<file path="config.mk">
export PLATFORM = sky130hd
export DESIGN_NAME = e203_dtcm_ram_ctrl_flat
export DESIGN_NICKNAME = d
export VERILOG_FILES = /design/src/rtl/e203_dtcm_ram_ctrl_if.sv /design/src/rtl/e203_dtcm_ram_ctrl.sv /design/src/flat_wrapper.sv
export SDC_FILE = /design/constraint.sdc
export NUM_CORES = 1
export LEC_CHECK = 0
export CORE_MARGIN = 2
export CORE_UTILIZATION = 35
export CTS_CLUSTER_DIAMETER = 150
export DETAILED_ROUTE_END_ITERATION = 10
export GPL_TIMING_DRIVEN = 1
export PLACE_DENSITY = 0.64
export SLEW_MARGIN = 20
export SYNTH_ARGS = -nofsm -noshare
export SYNTH_HDL_FRONTEND = slang
export SYNTH_HIERARCHICAL = 1
export SYNTH_SLANG_ARGS = --single-unit
</file>
<file path="constraint.sdc">
create_clock -name clk -period 7.3 [get_ports clk]
set_input_delay 1.825 -clock clk [delete_from_list [all_inputs] [get_ports clk]]
set_output_delay 1.825 -clock clk [all_outputs]
set_load 0.01 [all_outputs]
</file>
<file path="src/rtl/e203_dtcm_ram_ctrl_if.sv">
// Command/response channel between one requester and the DTCM controller.
// The requester drives commands and response-ready; the controller answers.
interface e203_dtcm_ram_ctrl_if #(
    parameter int AW = 14,
    parameter int DW = 32,
    parameter int MW = 4
);
    logic          cmd_valid;
    logic          cmd_ready;
    logic          cmd_read;
    logic [AW-1:0] cmd_addr;
    logic [DW-1:0] cmd_wdata;
    logic [MW-1:0] cmd_wmask;
    logic          rsp_valid;
    logic          rsp_ready;
    logic [DW-1:0] rsp_rdata;

    modport master (
        output cmd_valid,
        output cmd_read,
        output cmd_addr,
        output cmd_wdata,
        output cmd_wmask,
        output rsp_ready,
        input  cmd_ready,
        input  rsp_valid,
        input  rsp_rdata
    );

    modport slave (
        input  cmd_valid,
        input  cmd_read,
        input  cmd_addr,
        input  cmd_wdata,
        input  cmd_wmask,
        input  rsp_ready,
        output cmd_ready,
        output rsp_valid,
        output rsp_rdata
    );
endinterface

</file>
<file path="src/rtl/e203_dtcm_ram_ctrl.sv">
// DTCM RAM controller: round-robin sharing of one single-port macro
// between the LSU (port a) and ICB/DMA (port b), plus macro power control.

// One-entry response slot per port.
module e203_dtcm_rsp_slot #(
    parameter int DW = 32
) (
    input  logic          clk,
    input  logic          rst_n,
    input  logic          grant,
    input  logic          read,
    input  logic          rsp_ready,
    input  logic [DW-1:0] ram_dout,
    output logic          rsp_valid,
    output logic [DW-1:0] rsp_rdata
);
    logic          rd_pend;
    logic [DW-1:0] hold;

    // Macro data is only valid on the first response cycle, so pass it
    // straight through then and serve the captured copy afterwards.
    assign rsp_rdata = rd_pend ? ram_dout : hold;

    // Slot fills on grant, captures read data once, drains on handshake.
    always_ff @(posedge clk or negedge rst_n) begin
        if (!rst_n) begin
            rsp_valid <= 1'b0;
            rd_pend   <= 1'b0;
            hold      <= '0;
        end else if (grant) begin
            rsp_valid <= 1'b1;
            rd_pend   <= read;
            hold      <= '0;
        end else begin
            rd_pend <= 1'b0;
            if (rsp_valid && rsp_ready) begin
                rsp_valid <= 1'b0;
                hold      <= '0;
            end else if (rd_pend) begin
                hold <= ram_dout;
            end
        end
    end
endmodule

module e203_dtcm_ram_ctrl #(
    parameter int AW       = 14,
    parameter int DW       = 32,
    parameter int MW       = 4,
    parameter int IDLE_CYC = 16,
    parameter int WAKE_CYC = 2
) (
    input  logic                 clk,
    input  logic                 rst_n,
    e203_dtcm_ram_ctrl_if.slave  a,
    e203_dtcm_ram_ctrl_if.slave  b,
    input  logic                 pwr_deep_req,
    output logic                 ram_cs,
    output logic                 ram_we,
    output logic [AW-1:0]        ram_addr,
    output logic [MW-1:0]        ram_wem,
    output logic [DW-1:0]        ram_din,
    input  logic [DW-1:0]        ram_dout,
    output logic                 ram_ls,
    output logic                 ram_ds,
    output logic                 ram_sd
);
    typedef enum logic [1:0] {
        ST_ACTIVE,
        ST_LS,
        ST_DS,
        ST_WAKE
    } pwr_state_e;

    localparam logic [7:0] IDLE_MAX  = 8'(IDLE_CYC);
    localparam logic [3:0] WAKE_LAST = 4'(WAKE_CYC - 1);

    pwr_state_e    state;
    logic [7:0]    idle_cnt;
    logic [3:0]    wake_cnt;
    logic          rr_b;
    logic [AW-1:0] addr_q;
    logic [DW-1:0] din_q;

    logic active;
    logic any_valid;
    logic idle_now;
    logic slots_empty;
    logic a_elig;
    logic b_elig;
    logic gnt_a;
    logic gnt_b;

    // Shutdown is never used by this controller.
    assign ram_sd = 1'b0;

    // Commands are only accepted when the macro is fully awake; holding
    // off during reset keeps every output quiet while rst_n is low.
    assign active    = rst_n && (state == ST_ACTIVE);
    assign any_valid = a.cmd_valid || b.cmd_valid;

    // A port may issue when its slot is free or is being freed right now.
    assign a_elig = a.cmd_valid && (!a.rsp_valid || a.rsp_ready);
    assign b_elig = b.cmd_valid && (!b.rsp_valid || b.rsp_ready);

    // rr_b set means port b is favoured on the next collision.
    assign gnt_a = active && a_elig && (!b_elig || !rr_b);
    assign gnt_b = active && b_elig && (!a_elig || rr_b);

    assign a.cmd_ready = gnt_a;
    assign b.cmd_ready = gnt_b;

    assign idle_now    = !any_valid && !ram_cs;
    assign slots_empty = !a.rsp_valid && !b.rsp_valid;

    // Macro command mux; address and data park on their last values.
    always_comb begin
        ram_cs   = gnt_a || gnt_b;
        ram_we   = 1'b0;
        ram_wem  = '0;
        ram_addr = addr_q;
        ram_din  = din_q;
        if (gnt_a) begin
            ram_we   = !a.cmd_read;
            ram_addr = a.cmd_addr;
            ram_wem  = a.cmd_read ? '0 : a.cmd_wmask;
            ram_din  = a.cmd_wdata;
        end else if (gnt_b) begin
            ram_we   = !b.cmd_read;
            ram_addr = b.cmd_addr;
            ram_wem  = b.cmd_read ? '0 : b.cmd_wmask;
            ram_din  = b.cmd_wdata;
        end
    end

    // Round-robin pointer and parked macro address/data.
    always_ff @(posedge clk or negedge rst_n) begin
        if (!rst_n) begin
            rr_b   <= 1'b0;
            addr_q <= '0;
            din_q  <= '0;
        end else if (ram_cs) begin
            rr_b   <= gnt_a;
            addr_q <= ram_addr;
            din_q  <= ram_din;
        end
    end

    // Power FSM: idle light sleep, requested deep sleep, timed wake-up.
    always_ff @(posedge clk or negedge rst_n) begin
        if (!rst_n) begin
            state    <= ST_ACTIVE;
            idle_cnt <= '0;
            wake_cnt <= '0;
            ram_ls   <= 1'b0;
            ram_ds   <= 1'b0;
        end else begin
            case (state)
                ST_ACTIVE: begin
                    if (!idle_now) begin
                        idle_cnt <= '0;
                    end else if (idle_cnt >= IDLE_MAX - 8'd1
                                 && slots_empty) begin
                        state    <= ST_LS;
                        ram_ls   <= 1'b1;
                        idle_cnt <= '0;
                    end else if (idle_cnt != IDLE_MAX) begin
                        idle_cnt <= idle_cnt + 8'd1;
                    end
                end
                ST_LS: begin
                    if (any_valid) begin
                        state    <= ST_WAKE;
                        ram_ls   <= 1'b0;
                        wake_cnt <= '0;
                    end else if (pwr_deep_req) begin
                        state  <= ST_DS;
                        ram_ds <= 1'b1;
                    end
                end
                ST_DS: begin
                    if (any_valid || !pwr_deep_req) begin
                        state    <= ST_WAKE;
                        ram_ls   <= 1'b0;
                        ram_ds   <= 1'b0;
                        wake_cnt <= '0;
                    end
                end
                ST_WAKE: begin
                    if (wake_cnt == WAKE_LAST) begin
                        state    <= ST_ACTIVE;
                        idle_cnt <= '0;
                    end else begin
                        wake_cnt <= wake_cnt + 4'd1;
                    end
                end
                default: begin
                    state  <= ST_ACTIVE;
                    ram_ls <= 1'b0;
                    ram_ds <= 1'b0;
                end
            endcase
        end
    end

    e203_dtcm_rsp_slot #(.DW(DW)) u_slot_a (
        .clk       (clk),
        .rst_n     (rst_n),
        .grant     (gnt_a),
        .read      (a.cmd_read),
        .rsp_ready (a.rsp_ready),
        .ram_dout  (ram_dout),
        .rsp_valid (a.rsp_valid),
        .rsp_rdata (a.rsp_rdata)
    );

    e203_dtcm_rsp_slot #(.DW(DW)) u_slot_b (
        .clk       (clk),
        .rst_n     (rst_n),
        .grant     (gnt_b),
        .read      (b.cmd_read),
        .rsp_ready (b.rsp_ready),
        .ram_dout  (ram_dout),
        .rsp_valid (b.rsp_valid),
        .rsp_rdata (b.rsp_rdata)
    );
endmodule

</file>
<file path="src/flat_wrapper.sv">
// flat-port wrapper written by rule: the top's interface ports become plain ports
module e203_dtcm_ram_ctrl_flat 
#(
    parameter int AW       = 14,
    parameter int DW       = 32,
    parameter int MW       = 4,
    parameter int IDLE_CYC = 16,
    parameter int WAKE_CYC = 2
)
  (clk, rst_n, pwr_deep_req, ram_cs, ram_we, ram_addr, ram_wem, ram_din, ram_dout, ram_ls, ram_ds, ram_sd, a_cmd_valid, a_cmd_read, a_cmd_addr, a_cmd_wdata, a_cmd_wmask, a_rsp_ready, a_cmd_ready, a_rsp_valid, a_rsp_rdata, b_cmd_valid, b_cmd_read, b_cmd_addr, b_cmd_wdata, b_cmd_wmask, b_rsp_ready, b_cmd_ready, b_rsp_valid, b_rsp_rdata);
  e203_dtcm_ram_ctrl_if #(.AW(AW), .DW(DW), .MW(MW)) a_i ();
  e203_dtcm_ram_ctrl_if #(.AW(AW), .DW(DW), .MW(MW)) b_i ();
  input  logic clk;
  input  logic rst_n;
  input  logic pwr_deep_req;
  output logic ram_cs;
  output logic ram_we;
  output logic [AW-1:0] ram_addr;
  output logic [MW-1:0] ram_wem;
  output logic [DW-1:0] ram_din;
  input  logic [DW-1:0] ram_dout;
  output logic ram_ls;
  output logic ram_ds;
  output logic ram_sd;
  input wire logic [$bits(a_i.cmd_valid)-1:0] a_cmd_valid;
  input wire logic [$bits(a_i.cmd_read)-1:0] a_cmd_read;
  input wire logic [$bits(a_i.cmd_addr)-1:0] a_cmd_addr;
  input wire logic [$bits(a_i.cmd_wdata)-1:0] a_cmd_wdata;
  input wire logic [$bits(a_i.cmd_wmask)-1:0] a_cmd_wmask;
  input wire logic [$bits(a_i.rsp_ready)-1:0] a_rsp_ready;
  output wire logic [$bits(a_i.cmd_ready)-1:0] a_cmd_ready;
  output wire logic [$bits(a_i.rsp_valid)-1:0] a_rsp_valid;
  output wire logic [$bits(a_i.rsp_rdata)-1:0] a_rsp_rdata;
  input wire logic [$bits(b_i.cmd_valid)-1:0] b_cmd_valid;
  input wire logic [$bits(b_i.cmd_read)-1:0] b_cmd_read;
  input wire logic [$bits(b_i.cmd_addr)-1:0] b_cmd_addr;
  input wire logic [$bits(b_i.cmd_wdata)-1:0] b_cmd_wdata;
  input wire logic [$bits(b_i.cmd_wmask)-1:0] b_cmd_wmask;
  input wire logic [$bits(b_i.rsp_ready)-1:0] b_rsp_ready;
  output wire logic [$bits(b_i.cmd_ready)-1:0] b_cmd_ready;
  output wire logic [$bits(b_i.rsp_valid)-1:0] b_rsp_valid;
  output wire logic [$bits(b_i.rsp_rdata)-1:0] b_rsp_rdata;
  assign a_i.cmd_valid = a_cmd_valid;
  assign a_i.cmd_read = a_cmd_read;
  assign a_i.cmd_addr = a_cmd_addr;
  assign a_i.cmd_wdata = a_cmd_wdata;
  assign a_i.cmd_wmask = a_cmd_wmask;
  assign a_i.rsp_ready = a_rsp_ready;
  assign a_cmd_ready = a_i.cmd_ready;
  assign a_rsp_valid = a_i.rsp_valid;
  assign a_rsp_rdata = a_i.rsp_rdata;
  assign b_i.cmd_valid = b_cmd_valid;
  assign b_i.cmd_read = b_cmd_read;
  assign b_i.cmd_addr = b_cmd_addr;
  assign b_i.cmd_wdata = b_cmd_wdata;
  assign b_i.cmd_wmask = b_cmd_wmask;
  assign b_i.rsp_ready = b_rsp_ready;
  assign b_cmd_ready = b_i.cmd_ready;
  assign b_rsp_valid = b_i.rsp_valid;
  assign b_rsp_rdata = b_i.rsp_rdata;
  e203_dtcm_ram_ctrl #(.AW(AW), .DW(DW), .MW(MW), .IDLE_CYC(IDLE_CYC), .WAKE_CYC(WAKE_CYC)) u_core (.clk(clk), .rst_n(rst_n), .a(a_i), .b(b_i), .pwr_deep_req(pwr_deep_req), .ram_cs(ram_cs), .ram_we(ram_we), .ram_addr(ram_addr), .ram_wem(ram_wem), .ram_din(ram_din), .ram_dout(ram_dout), .ram_ls(ram_ls), .ram_ds(ram_ds), .ram_sd(ram_sd));
endmodule
</file>
Word level (Yosys, flattened, before mapping):

Index checks and enable logic that the tools add are counted.
Widths: inputs -> output; s select.

* logic and storage cells: 119
* output and inout bits: 123
* bits in registers: 131

* reductions and logical operators: 41
* equality and inequality tests: 15
* $add $sub $neg: 2
* muxes and demuxes: 46
* order comparisons: 1

Operator list (count)
* $mux 32: 8
* $mux 8: 4
* $mux 14: 2
* $mux 4: 7
* $pmux 8 s2: 1
* $mux 1: 14
* $logic_and 1x1->1: 12
* $mux 2: 6
* $pmux 4 s3: 1
* $logic_not 1->1: 10
* $reduce_and 5->1: 2
* $add 8x1->8 const B: 1
* $ge 8x4->1 const B: 1
* $ne 2x1->1 const B: 4
* $ne 2x2->1 const B: 4
* $ne 8x5->1 const B: 1
* $pmux 2 s4: 1
* $reduce_and 4->1: 2
* $reduce_bool 2->1: 4
* $logic_or 1x1->1: 7
* $reduce_bool 3->1: 2
* $add 4x1->4 const B: 1
* $eq 2x2->1 const B: 2
* $eq 4x1->1 const B: 1
* 7 further kinds: 7

Longest topological paths before layout:

Gate-level depths: netlist of the first run.

* depth in word-level cells: 11
* depth in mapped cells: 10
* gate-level depth less buffers: 7

Hierarchy:

Netlist of the first run, hierarchy kept.

Modules (own cells, without submodules)
* e203_dtcm_ram_ctrl: area an instance 3972.6 um^2, seq. area each 1576.5 um^2, instances 1, cells an instance 362
* e203_dtcm_rsp_slot: area an instance 1605.3 um^2, seq. area each 850.8 um^2, instances 2, cells an instance 109

Worst setup path before layout of the first run:

Ideal clock, no wire load.

* path type: input-to-output
* start point: in b_rsp_ready
* end point: out ram_addr[0]
* data arrival time: 3003 ps
* setup slack: 2472 ps
* stages on the path: 7
* buffers on the path: 3
* path through: nand2b_1 > and3_1 > and3b_1 > buf_2 > buf_6 > buf_6 > a221o_1

* longest elaborated chain between the ends: 6

Ends and longest elaborated chain
* start: declaration: RTL line flat_wrapper.sv:39 `input wire logic [$bits(b_i.rsp_ready)-1:0] b_rsp_ready;`
* $logic_or 1x1->1 *: RTL line e203_dtcm_ram_ctrl.sv:104 `assign b_elig = b.cmd_valid && (!b.rsp_valid || b.rsp_ready);`
* $logic_and 1x1->1 *: RTL line e203_dtcm_ram_ctrl.sv:104
* $logic_and 1x1->1 or $logic_not 1->1 (tied branches): RTL line e203_dtcm_ram_ctrl.sv:108, e203_dtcm_ram_ctrl.sv:107
* $logic_and 1x1->1 or $logic_or 1x1->1 (tied branches): RTL line e203_dtcm_ram_ctrl.sv:108, e203_dtcm_ram_ctrl.sv:107
* $mux 14 or $logic_and 1x1->1 (tied branches): RTL line e203_dtcm_ram_ctrl.sv:128, e203_dtcm_ram_ctrl.sv:107
* $mux 14 *: RTL line e203_dtcm_ram_ctrl.sv:123 `if (gnt_a) begin`
* end: declaration: RTL line flat_wrapper.sv:18 `output logic [AW-1:0] ram_addr;`

Mark *: on every way between the ends. The rest lies on a longest branch, timed or not.

Worst setup path in the final report of the first run:

* start point: in a_cmd_valid
* end point: out ram_addr[11]

* longest elaborated chain between the ends: 6

Ends and longest elaborated chain
* start: declaration: RTL line flat_wrapper.sv:25 `input wire logic [$bits(a_i.cmd_valid)-1:0] a_cmd_valid;`
* $logic_and 1x1->1 *: RTL line e203_dtcm_ram_ctrl.sv:103 `assign a_elig = a.cmd_valid && (!a.rsp_valid || a.rsp_ready);`
* $logic_not 1->1: RTL line e203_dtcm_ram_ctrl.sv:108 `assign gnt_b = active && b_elig && (!a_elig || rr_b);`
* $logic_or 1x1->1: RTL line e203_dtcm_ram_ctrl.sv:108
* $logic_and 1x1->1: RTL line e203_dtcm_ram_ctrl.sv:108
* $mux 14: RTL line e203_dtcm_ram_ctrl.sv:128 `end else if (gnt_b) begin`
* $mux 14 *: RTL line e203_dtcm_ram_ctrl.sv:123

Marks and branches as above.

==> results of run 1 <==
-- flip-flops by register name, indices dropped and copies added, names as in the netlist --
| register | flops |
|---|---|
| u_core/din_q | 32 |
| u_core/u_slot_a/hold | 32 |
| u_core/u_slot_b/hold | 32 |
| u_core/addr_q | 14 |
| u_core/idle_cnt | 8 |
| u_core/wake_cnt | 4 |
| u_core/state | 2 |
| u_core/ram_ds | 1 |
| u_core/ram_ls | 1 |
| u_core/rr_b | 1 |
| u_core/u_slot_a/rd_pend | 1 |
| u_core/u_slot_a/rsp_valid | 1 |
| u_core/u_slot_b/rd_pend | 1 |
| u_core/u_slot_b/rsp_valid | 1 |
-- cells in the mapped netlist (2+ instances only) --
| cell | count | area (sq um) |
|---|---|---|
| nor2b_1 | 64 | 400 |
| and3_1 | 3 | 18.8 |
| a211oi_1 | 3 | 22.5 |
| nor2_1 | 9 | 33.8 |
| mux2_2 | 5 | 56.3 |
| inv_1 | 19 | 71.3 |
| and2_1 | 5 | 31.3 |
| a21o_1 | 6 | 45.0 |
| buf_6 | 12 | 135 |
| a21oi_1 | 5 | 25.0 |
| mux2_4 | 60 | 901 |
| a32o_1 | 4 | 40.0 |
| mux2i_1 | 3 | 30.0 |
| or2_2 | 3 | 18.8 |
| clkbuf_1 | 13 | 48.8 |
| o221ai_1 | 4 | 35.0 |
| nand2b_1 | 2 | 12.5 |
| o21ai_0 | 7 | 35.0 |
| nand4_1 | 4 | 25.0 |
| a221o_1 | 92 | 921 |
| nand2_1 | 7 | 26.3 |
| nor3b_2 | 8 | 100 |
| buf_4 | 3 | 22.5 |
| buf_2 | 21 | 105 |
| nand3_1 | 10 | 50.1 |
| o31ai_1 | 2 | 15.0 |
| ha_1 | 10 | 125 |
| nor3b_1 | 39 | 293 |
| dfrtp_1 | 131 | 3280 |
| a31oi_1 | 3 | 18.8 |
-- layer usage --
| layer | vias up | wire length [um] | share of wire (%) |
|---|---|---|---|
| met4 | 0 | 449 | 2.1 |
| li1 | 2691 | - | - |
| met3 | 38 | 1280 | 5.9 |
| met2 | 230 | 10900 | 51 |
| met5 | - | 0 | 0 |
| met1 | 2999 | 8810 | 41 |
-- power by group through the flow --
stage	sequential, W	clock (W)	combinational [W]
6_report	0.00119	0.000902	0.00204
5_1_grt	0.00122	0.000958	0.00218
4_1_cts	0.00119	0.000924	0.00205
3_5_place_dp	0.00119	0	0.00203
3_3_place_gp	0.00118	0	0.00200
2_1_floorplan	0.00114	0	0.00113
-- worst max path at each step --
stage	end	slack, ns	cells after the start
2_1_floorplan	ram_addr[0]	2.47	7
4_1_cts	ram_addr[11]	1.01	7
6_report	ram_addr[11]	1.01	7
3_5_place_dp	ram_addr[11]	1.03	7
5_1_grt	ram_addr[11]	0.90	7
3_3_place_gp	ram_wem[1]	1.11	6
-- worst register-to-register path: stages, from the launching register on --
cell,delay [ns]
dfrtp_1,0.43
inv_1,0.16
ha_1,0.32
and2_1,0.27
nand3_2,0.52
nor2_1,0.45
a21o_2,0.60
nor2b_1,0.14
-- through the flow --
step	hold WS [ns]	util, %	worst slack (ns)	total power [W]
after global placement	0.486	49.4	1.11	0.00318
after CTS	0.516	52.5	1.01	0.00416
final	0.509	52.5	1.01	0.00413
after floorplan	0.468	-	2.47	0.00227
after global routing	0.530	52.5	0.898	0.00435
after detailed placement	0.499	49.4	1.03	0.00323
-- cells by family after synthesis --
logic type	after synthesis	synth area share, %
simple gates	163	15.2
compound gates	139	18.3
flops	131	45.6
buf+inv	68	5.33
mux	68	13.7
fa+ha+maj	10	1.74
other cells	1	0.0522
-- final cells by class --
cell class	instances	share of cell area, %
Clock buffer	20	4.22
Clock inverter	12	1.70
Timing Repair Buffer	271	25.8
Multi-Input combinational cell	381	33.5
Tap cell	270	3.19
Inverter	19	0.673
Sequential cell	131	31.0
-- cell usage in the layout, fill, tap and decap left out, drive strengths merged, types with 2 or more instances in the layout --
cell type / synthesis / routed
clkdlybuf4s50: 0 / 261
dfrtp: 131 / 131
a221o: 92 / 92
mux2: 65 / 65
nor2b: 64 / 64
nor3b: 47 / 47
inv: 19 / 20
clkbuf: 13 / 20
ha: 10 / 10
nand3: 10 / 10
buf: 36 / 10
nor2: 9 / 9
o21ai: 8 / 8
nand2: 7 / 7
a21o: 6 / 6
and2: 5 / 5
a21oi: 5 / 5
clkinv: 0 / 5
bufinv: 0 / 4
a32o: 4 / 4
nand4: 4 / 4
o221ai: 4 / 4
a211oi: 4 / 4
a31oi: 4 / 4
and3: 3 / 3
or2: 3 / 3
mux2i: 3 / 3
o31ai: 3 / 3
clkinvlp: 0 / 2
nand2b: 2 / 2
nor3: 2 / 2
o311ai: 2 / 2
==> run metrics, run 1 <==
met1 Track Usage GR=24.2%; min-delay worst type=reg -> reg; # diodes=0; sequential share of power=28.8%; count of buffers from port buffering=262; fmax=159 MHz; final setup violation count=0; post-synthesis sequential area ratio=45.6%; hold_sp=u_core/ram_ls$_DFFE_PN0P_; Buffers & Inverters on Critical Path=4; clk_skew=0.00574 ns; Site Rows=52; Syn Inst Count=580; leakage power=4.48 nW; Critical R2R Launch=u_core/state[0]$_DFFE_PN0P_; final routed DRC violation total=0; vias in the first global route=6277; CTS tree=yes; Yosys reg bits=131; Psw=0.00130 W; max incr delay on CP=0.58 ns; run status=finished, final reports clean; post-synth net total=731; Max-Cap Viols=0; final WL=21500 um; Crit path max-delay family=buffers and inverters; Clk pwr share=21.8%; H-tree depth=4; maximum vdd drop=0.155 mV; met2 usage=34.0%; Final GP Congestion=0.822; total track usage=19.6%; total CTS buffers=17; warnings from Yosys=6; Worst Path Arrival=4.47 ns; FF-to-FF End=u_core/u_slot_b/hold[23]$_DFF_PN0_; Starting Density=35.6%; Multi-input gate area=3550 sq um; relative slew slack=25.6%; Worst R2R Path Depth=7; fill cell count=1734; vias=5958; CP required=5.48 ns; Non-Filler Instances=1104; largest fanout on the critical path=36; ratio of cells with drive above 1 in the final layout=15.6%; most frequent CP cell=clkdlybuf4s50_1; Internal=0.00283 W; post_cts resized=0; busiest grt layer=met2; WHS Endpoint=u_core/ram_ls$_DFFE_PN0P_; Final Hold Vio Count=0; DRT iter0 DRCs=332; RSZ-0062 raised after global routing=false; CP endpoint kind=primary output; Die H=147 um; Setup Fix Bufs, Post-CTS=0; CTS Hold Bufs=0; EDFF count, synth=0; Power Dens Cells=390 nW/um^2; fin crit share=86.2%; Comb power frac=49.3%; Mean Syn Cell Area=12.4 sq um; I/O Pins=264; ys async rst share=100%; ANT nets after route=0; Clock transition at path regs=0.06 ns; final max-slew violation count=0; first-pass GRT wire length=33700 um; CTS sink cnt=131; DR WL/cell=19.5 um; Hold Path Depth=1; DP Area=9970 sq um; fin area=10600 sq um; drt via density=5.40; grt total ovfl=0; core area=20200 sq um; Final Net Count=972; drt first pass iters=5; Setup Crit Path Kind=in -> out; die footprint=21700 sq um; R2R Setup Slk=4.28 ns; Top FF cell, synth=dfrtp_1; antenna violations before repair=0; Distinct cells, synth=53; Worst Tran Pin Value=1.12 ns; CP max-delay cell=and3b_4; cell area after synthesis=7180 sq um; crit path time final=6.29 ns; crit path from=a_cmd_valid; latest clock arrival within the worst-skew pair=0.42 ns; CTS root buf=clkbuf_16; CP Cell Sequence=clkdlybuf4s50_1 -> inv_1 -> a21oi_1 -> and3b_4 -> buf_4 -> a221o_1 -> clkdlybuf4s50_1; largest net degree at the start of global routing=94; CTS max path bufs=2; type of origin of the critical path=input port; dpl cells=1072; Layout area overhead=47.5%; hpwl dp=15000 um; Die X=147 um; setup TNS=0 ns; Seq. cell area=3280 sq um; met3 Use GR=4.75%; switching share of power=31.6%
Note: power is estimated with default switching activity, not from simulation.
==> inputs of run 2 (changes only) <==
==> constraint.sdc (replaced) <==
create_clock -name clk -period 7.7 [get_ports clk]
set_input_delay 1.925 -clock clk [delete_from_list [all_inputs] [get_ports clk]]
set_output_delay 1.925 -clock clk [all_outputs]
set_load 0.01 [all_outputs]
==> run 2 against run 1 <==
Effect of this change: first-iteration DRC count up 3.6%; worst setup slack worse by 0.030 ns; via count down 0.82%; critical path type unchanged.
==> run metrics, run 2 (synthesis gave the netlist of run 1 again) <==
run status=finished, final reports clean; latest clock arrival within the worst-skew pair=0.42 ns (about the same); Post-Route Utilization=52.7% (+0.17 points); CTS max path bufs=2 (unchanged); leakage power=4.50 nW (+0.31%); max incr delay on CP=0.68 ns (+0.10 ns); DRT iter0 DRCs=344 (+3.6%); post-route worst setup slack=0.978 ns (-0.0297 ns); type of origin of the critical path=input port; grt total ovfl=0 (unchanged); count of buffers from port buffering=262 (unchanged); min-delay worst type=reg -> reg; final WL=21400 um (-0.46%); crit path time final=6.72 ns; fmax=149 MHz; Clock transition at path regs=0.06 ns (about the same); most frequent CP cell=clkdlybuf4s50_1; Setup Fix Bufs, Post-CTS=0 (unchanged); CP required=5.78 ns (+0.30 ns); relative slew slack=25.5% (-0.070 points); core area=20200 sq um (unchanged); CTS sink cnt=131 (unchanged); post-place setup slack=0.977 ns (-0.0562 ns); post_cts resized=0 (unchanged); Worst Path Arrival=4.80 ns (+0.33 ns); Total Power=0.00396 W (-4.0%); Worst Tran Pin Value=1.12 ns (+0.00105 ns); final setup violation count=0 (unchanged); total track usage=19.7% (+0.080 points); CP Cell Sequence=clkdlybuf4s50_1 -> nand2b_1 -> nand3_2 -> buf_4 -> nor3b_1 -> a221o_1 -> clkdlybuf4s50_1; ANT nets after route=0 (unchanged); Max-Cap Viols=0 (unchanged); hpwl dp=14900 um (-0.49%); drt first pass iters=4 (-1); Final Hold Vio Count=0 (unchanged); Site Rows=52 (unchanged); setup TNS=0 ns (unchanged); antenna violations before repair=1 (+1); ratio of cells with drive above 1 in the final layout=15.8% (+0.22 points); fin crit share=87.3%; Starting Density=35.6% (unchanged); total CTS buffers=17 (unchanged); vias=5909 (-0.82%); most common cell after layout, fill and taps aside=clkdlybuf4s50_1; Power Dens Cells=373 nW/um^2 (-4.3%); CP max-delay cell=nand3_2; Crit path max-delay family=buffers and inverters; I/O Pins=264 (unchanged); DP Area=9960 sq um (about the same); drt via density=5.34 (-1.0%); Die H=147 um (unchanged); vias in the first global route=6232 (-0.72%); Setup Crit Path Kind=in -> out; first-pass GRT wire length=33700 um (about the same); die footprint=21700 sq um (unchanged); largest net degree at the start of global routing=94 (unchanged); Layout area overhead=48.0%; CTS Hold Bufs=0 (unchanged); clk_skew=0.00680 ns (+0.00106 ns); Final Net Count=973 (+0.10%); CTS tree=yes; final routed DRC violation total=0 (unchanged); biggest regs=u_core/din_q x32, u_core/u_slot_a/hold x32, u_core/u_slot_b/hold x32; fill cell count=1690 (-2.5%); final max-slew violation count=0 (unchanged); CP endpoint kind=primary output; largest fanout on the critical path=33 (-8.3%); H-tree depth=4 (unchanged); Die X=147 um (unchanged); maximum vdd drop=0.141 mV (-8.9%); DR WL/cell=19.3 um (-0.64%); most frequent cells in the layout=clkdlybuf4s50_1 (261), dfrtp_1 (129), a221o_1 (92); fin area=10600 sq um (+0.32%); CTS root buf=clkbuf_16; Buffers & Inverters on Critical Path=3 (-1); RSZ-0062 raised after global routing=false; Final GP Congestion=0.788 (-4.0%)
run 2: metrics by stage:
step	hold slack, ns	instances
after detailed placement	0.501	1073
after global placement	0.488	1073
after floorplan	0.468	580
after global routing	0.535	1106
final	0.515	1106
after CTS	0.518	1105
run 2: report_power, final:
group	internal (W)	switching, W
Sequential	0.000977	0.000152
Clock	0.000588	0.000321
Combinational	0.00115	0.000775
Total	0.00271	0.00125
run 2: worst reg2reg max path, delay by kind of cell, from the launching register on:
family / cells / cell delay [ns]
simple gates: 4 / 1.62
fa+ha+maj: 1 / 0.31
buf+inv: 2 / 0.50
compound gates: 1 / 0.13
flops: 1 / 0.44
run 2: area by class of cell:
cell class / count / area [sq um] / share of cell area, %
antenna: 1 / 2.50 / 0.0235
clock buffer: 18 / 439 / 4.13
clock inverter: 14 / 225 / 2.12
inverter: 19 / 71.3 / 0.671
multi-input combinational: 381 / 3550 / 33.4
sequential: 131 / 3280 / 30.9
tap: 270 / 338 / 3.18
timing repair buffer: 272 / 2720 / 25.6
run 2: final timing paths:
check | start | to | slack (ns) | cells past startpoint
worst max-delay path | b_rsp_ready | ram_addr[4] | 0.98 | 7
worst min-delay path | u_core/din_q[18]$_DFFE_PN0P_ | u_core/din_q[18]$_DFFE_PN0P_ | 0.52 | 1
worst max register to register | u_core/state[0]$_DFFE_PN0P_ | u_core/u_slot_b/hold[4]$_DFF_PN0_ | 4.57 | 8
worst min register to register | u_core/din_q[18]$_DFFE_PN0P_ | u_core/din_q[18]$_DFFE_PN0P_ | 0.52 | 1
max in group asynchronous | rst_n | u_core/u_slot_b/rd_pend$_DFF_PN0_ | 4.82 | 3
min in group asynchronous | rst_n | u_core/rr_b$_DFFE_PN0P_ | 1.64 | 2
run 2: per-layer routing:
| layer | routed length (um) | track usage [%] |
|---|---|---|
| met1 | 8850 | 23.7 |
| met2 | 10500 | 32.8 |
| met3 | 1350 | 5.78 |
| met4 | 699 | 9.04 |
| met5 | 0 | 0 |
==> inputs of run 3 (changes only) <==
==> constraint.sdc (replaced) <==
create_clock -name clk -period 8.7 [get_ports clk]
set_input_delay 2.175 -clock clk [delete_from_list [all_inputs] [get_ports clk]]
set_output_delay 2.175 -clock clk [all_outputs]
set_load 0.01 [all_outputs]
==> run 3 against run 2 <==
Effect of this change: critical path depth unchanged; die area unchanged; highest routed layer unchanged; global-route usage decreased by 0.19 points; register-to-register slack improved by 1.3 ns; sequential share of layout area increased by 0.25 points; worst hold slack got worse by 0.0060 ns; sequential cell count unchanged.
==> run metrics, run 3 (synthesis gave the netlist of run 1 again) <==
total track usage=19.5% (-0.19 points); Final GP Congestion=0.798 (+1.2%); total CTS buffers=17 (unchanged); maximum vdd drop=0.133 mV (-5.7%); die footprint=21700 sq um (unchanged); Final Net Count=972 (-0.10%); Worst Tran Pin Value=1.10 ns (-0.0168 ns); fin crit share=80.9%; crit path time final=7.04 ns; Worst Path Arrival=4.87 ns (+0.07 ns); CTS max path bufs=2 (unchanged); post-place setup slack=1.48 ns (+0.508 ns); hpwl dp=14700 um (-1.2%); vias in the first global route=6284 (+0.83%); Setup Crit Path Kind=in -> out; Die X=147 um (unchanged); first-pass GRT wire length=33400 um (-0.96%); biggest regs=u_core/din_q x32, u_core/u_slot_a/hold x32, u_core/u_slot_b/hold x32; largest net degree at the start of global routing=93 (-1.1%); DRT iter0 DRCs=373 (+8.4%); post_cts resized=0 (unchanged); latest clock arrival within the worst-skew pair=0.41 ns (about the same); count of buffers from port buffering=262 (unchanged); clk_skew=0.00580 ns (-0.000999 ns); ANT nets after route=0 (unchanged); max incr delay on CP=0.68 ns (about the same); CTS sink cnt=131 (unchanged); core area=20200 sq um (unchanged); vias=5870 (-0.66%); Site Rows=52 (unchanged); drt first pass iters=4 (unchanged); Setup Fix Bufs, Post-CTS=0 (unchanged); relative slew slack=26.6% (+1.1 points); CP required=6.53 ns (+0.75 ns); R2R Setup Slk=5.92 ns (+1.35 ns); DR WL/cell=19.3 um (-0.38%); CTS Hold Bufs=0 (unchanged); final max-slew violation count=0 (unchanged); setup TNS=0 ns (unchanged); grt total ovfl=0 (unchanged); final setup violation count=0 (unchanged); Non-Filler Instances=1103 (-0.27%); CTS root buf=clkbuf_16; I/O Pins=264 (unchanged); post-route worst setup slack=1.66 ns (+0.681 ns); CP max-delay cell=o21ai_4; Die H=147 um (unchanged); CP endpoint kind=primary output; Max-Cap Viols=0 (unchanged); run status=finished, final reports clean; Buffers & Inverters on Critical Path=3 (unchanged); RSZ-0062 raised after global routing=false; most common cell after layout, fill and taps aside=clkdlybuf4s50_1; final routed DRC violation total=0 (unchanged); Clock transition at path regs=0.06 ns (about the same); leakage power=4.46 nW (-0.74%); dpl cells=1071 (-0.19%); CTS tree=yes; fmax=142 MHz; Crit path max-delay family=buffers and inverters; DP Area=9930 sq um (-0.28%); ratio of cells with drive above 1 in the final layout=15.5% (-0.32 points); fill cell count=1763 (+4.3%); fin area=10500 sq um (-0.80%); antenna violations before repair=0 (-1); Power Dens Cells=323 nW/um^2 (-13%); Final Hold Vio Count=0 (unchanged); most frequent CP cell=clkdlybuf4s50_1; CP Cell Sequence=clkdlybuf4s50_1 -> nand2b_1 -> and2_1 -> o21ai_4 -> buf_12 -> a221o_1 -> clkdlybuf4s50_1; # diodes=0 (-1); largest fanout on the critical path=66 (+100%); min-delay worst type=reg -> reg; drt via density=5.32 (-0.39%); Layout area overhead=46.8%; H-tree depth=4 (unchanged); Starting Density=35.6% (unchanged); final WL=21200 um (-0.65%); type of origin of the critical path=input port; most frequent cells in the layout=clkdlybuf4s50_1 (261), dfrtp_1 (129), a221o_1 (92)
==> run 3: layer usage <==
metal | wire length [um] | track usage [%]
met2 | 10700 | 33.9
met1 | 8820 | 23.6
met5 | 0 | 0
met3 | 1250 | 4.84
met4 | 450 | 6.88
==> run 3: path summary, 6_finish.rpt <==
path,cells after the start,start,end
max in group asynchronous,3,rst_n,u_core/u_slot_b/rd_pend$_DFF_PN0_
hold / removal,1,u_core/ram_ls$_DFFE_PN0P_,u_core/ram_ls$_DFFE_PN0P_
hold reg to reg,1,u_core/ram_ls$_DFFE_PN0P_,u_core/ram_ls$_DFFE_PN0P_
setup / recovery,7,b_rsp_ready,ram_addr[11]
setup reg to reg,8,u_core/state[1]$_DFFE_PN0P_,u_core/u_slot_b/hold[28]$_DFF_PN0_
min in group asynchronous,2,rst_n,u_core/u_slot_a/hold[20]$_DFF_PN0_
==> run 3: layout make-up <==
type / instances / area, sq um / share of cell area [%]
repair buffers: 271 / 2720 / 25.8
multi-input cells: 381 / 3550 / 33.7
inverters: 19 / 71.3 / 0.676
flip-flops and latches: 131 / 3280 / 31.1
well taps: 270 / 338 / 3.20
clock buffers: 20 / 457 / 4.33
clock inverters: 11 / 129 / 1.22
==> run 3: report_power, final <==
| part | switching (W) | total (W) | internal, W |
|---|---|---|---|
| Combinational | 0.000688 | 0.00170 | 0.00102 |
| Clock | 0.000273 | 0.000710 | 0.000437 |
| Sequential | 0.000132 | 0.000996 | 0.000865 |
==> run 3: per-stage QoR <==
stage,util (%),power (W),hold slack [ns]
after floorplan,-,0.00191,0.468
after global placement,49.2,0.00266,0.488
after detailed placement,49.2,0.00270,0.501
after CTS,52.1,0.00344,0.518
after global routing,52.3,0.00361,0.532
final,52.3,0.00341,0.509
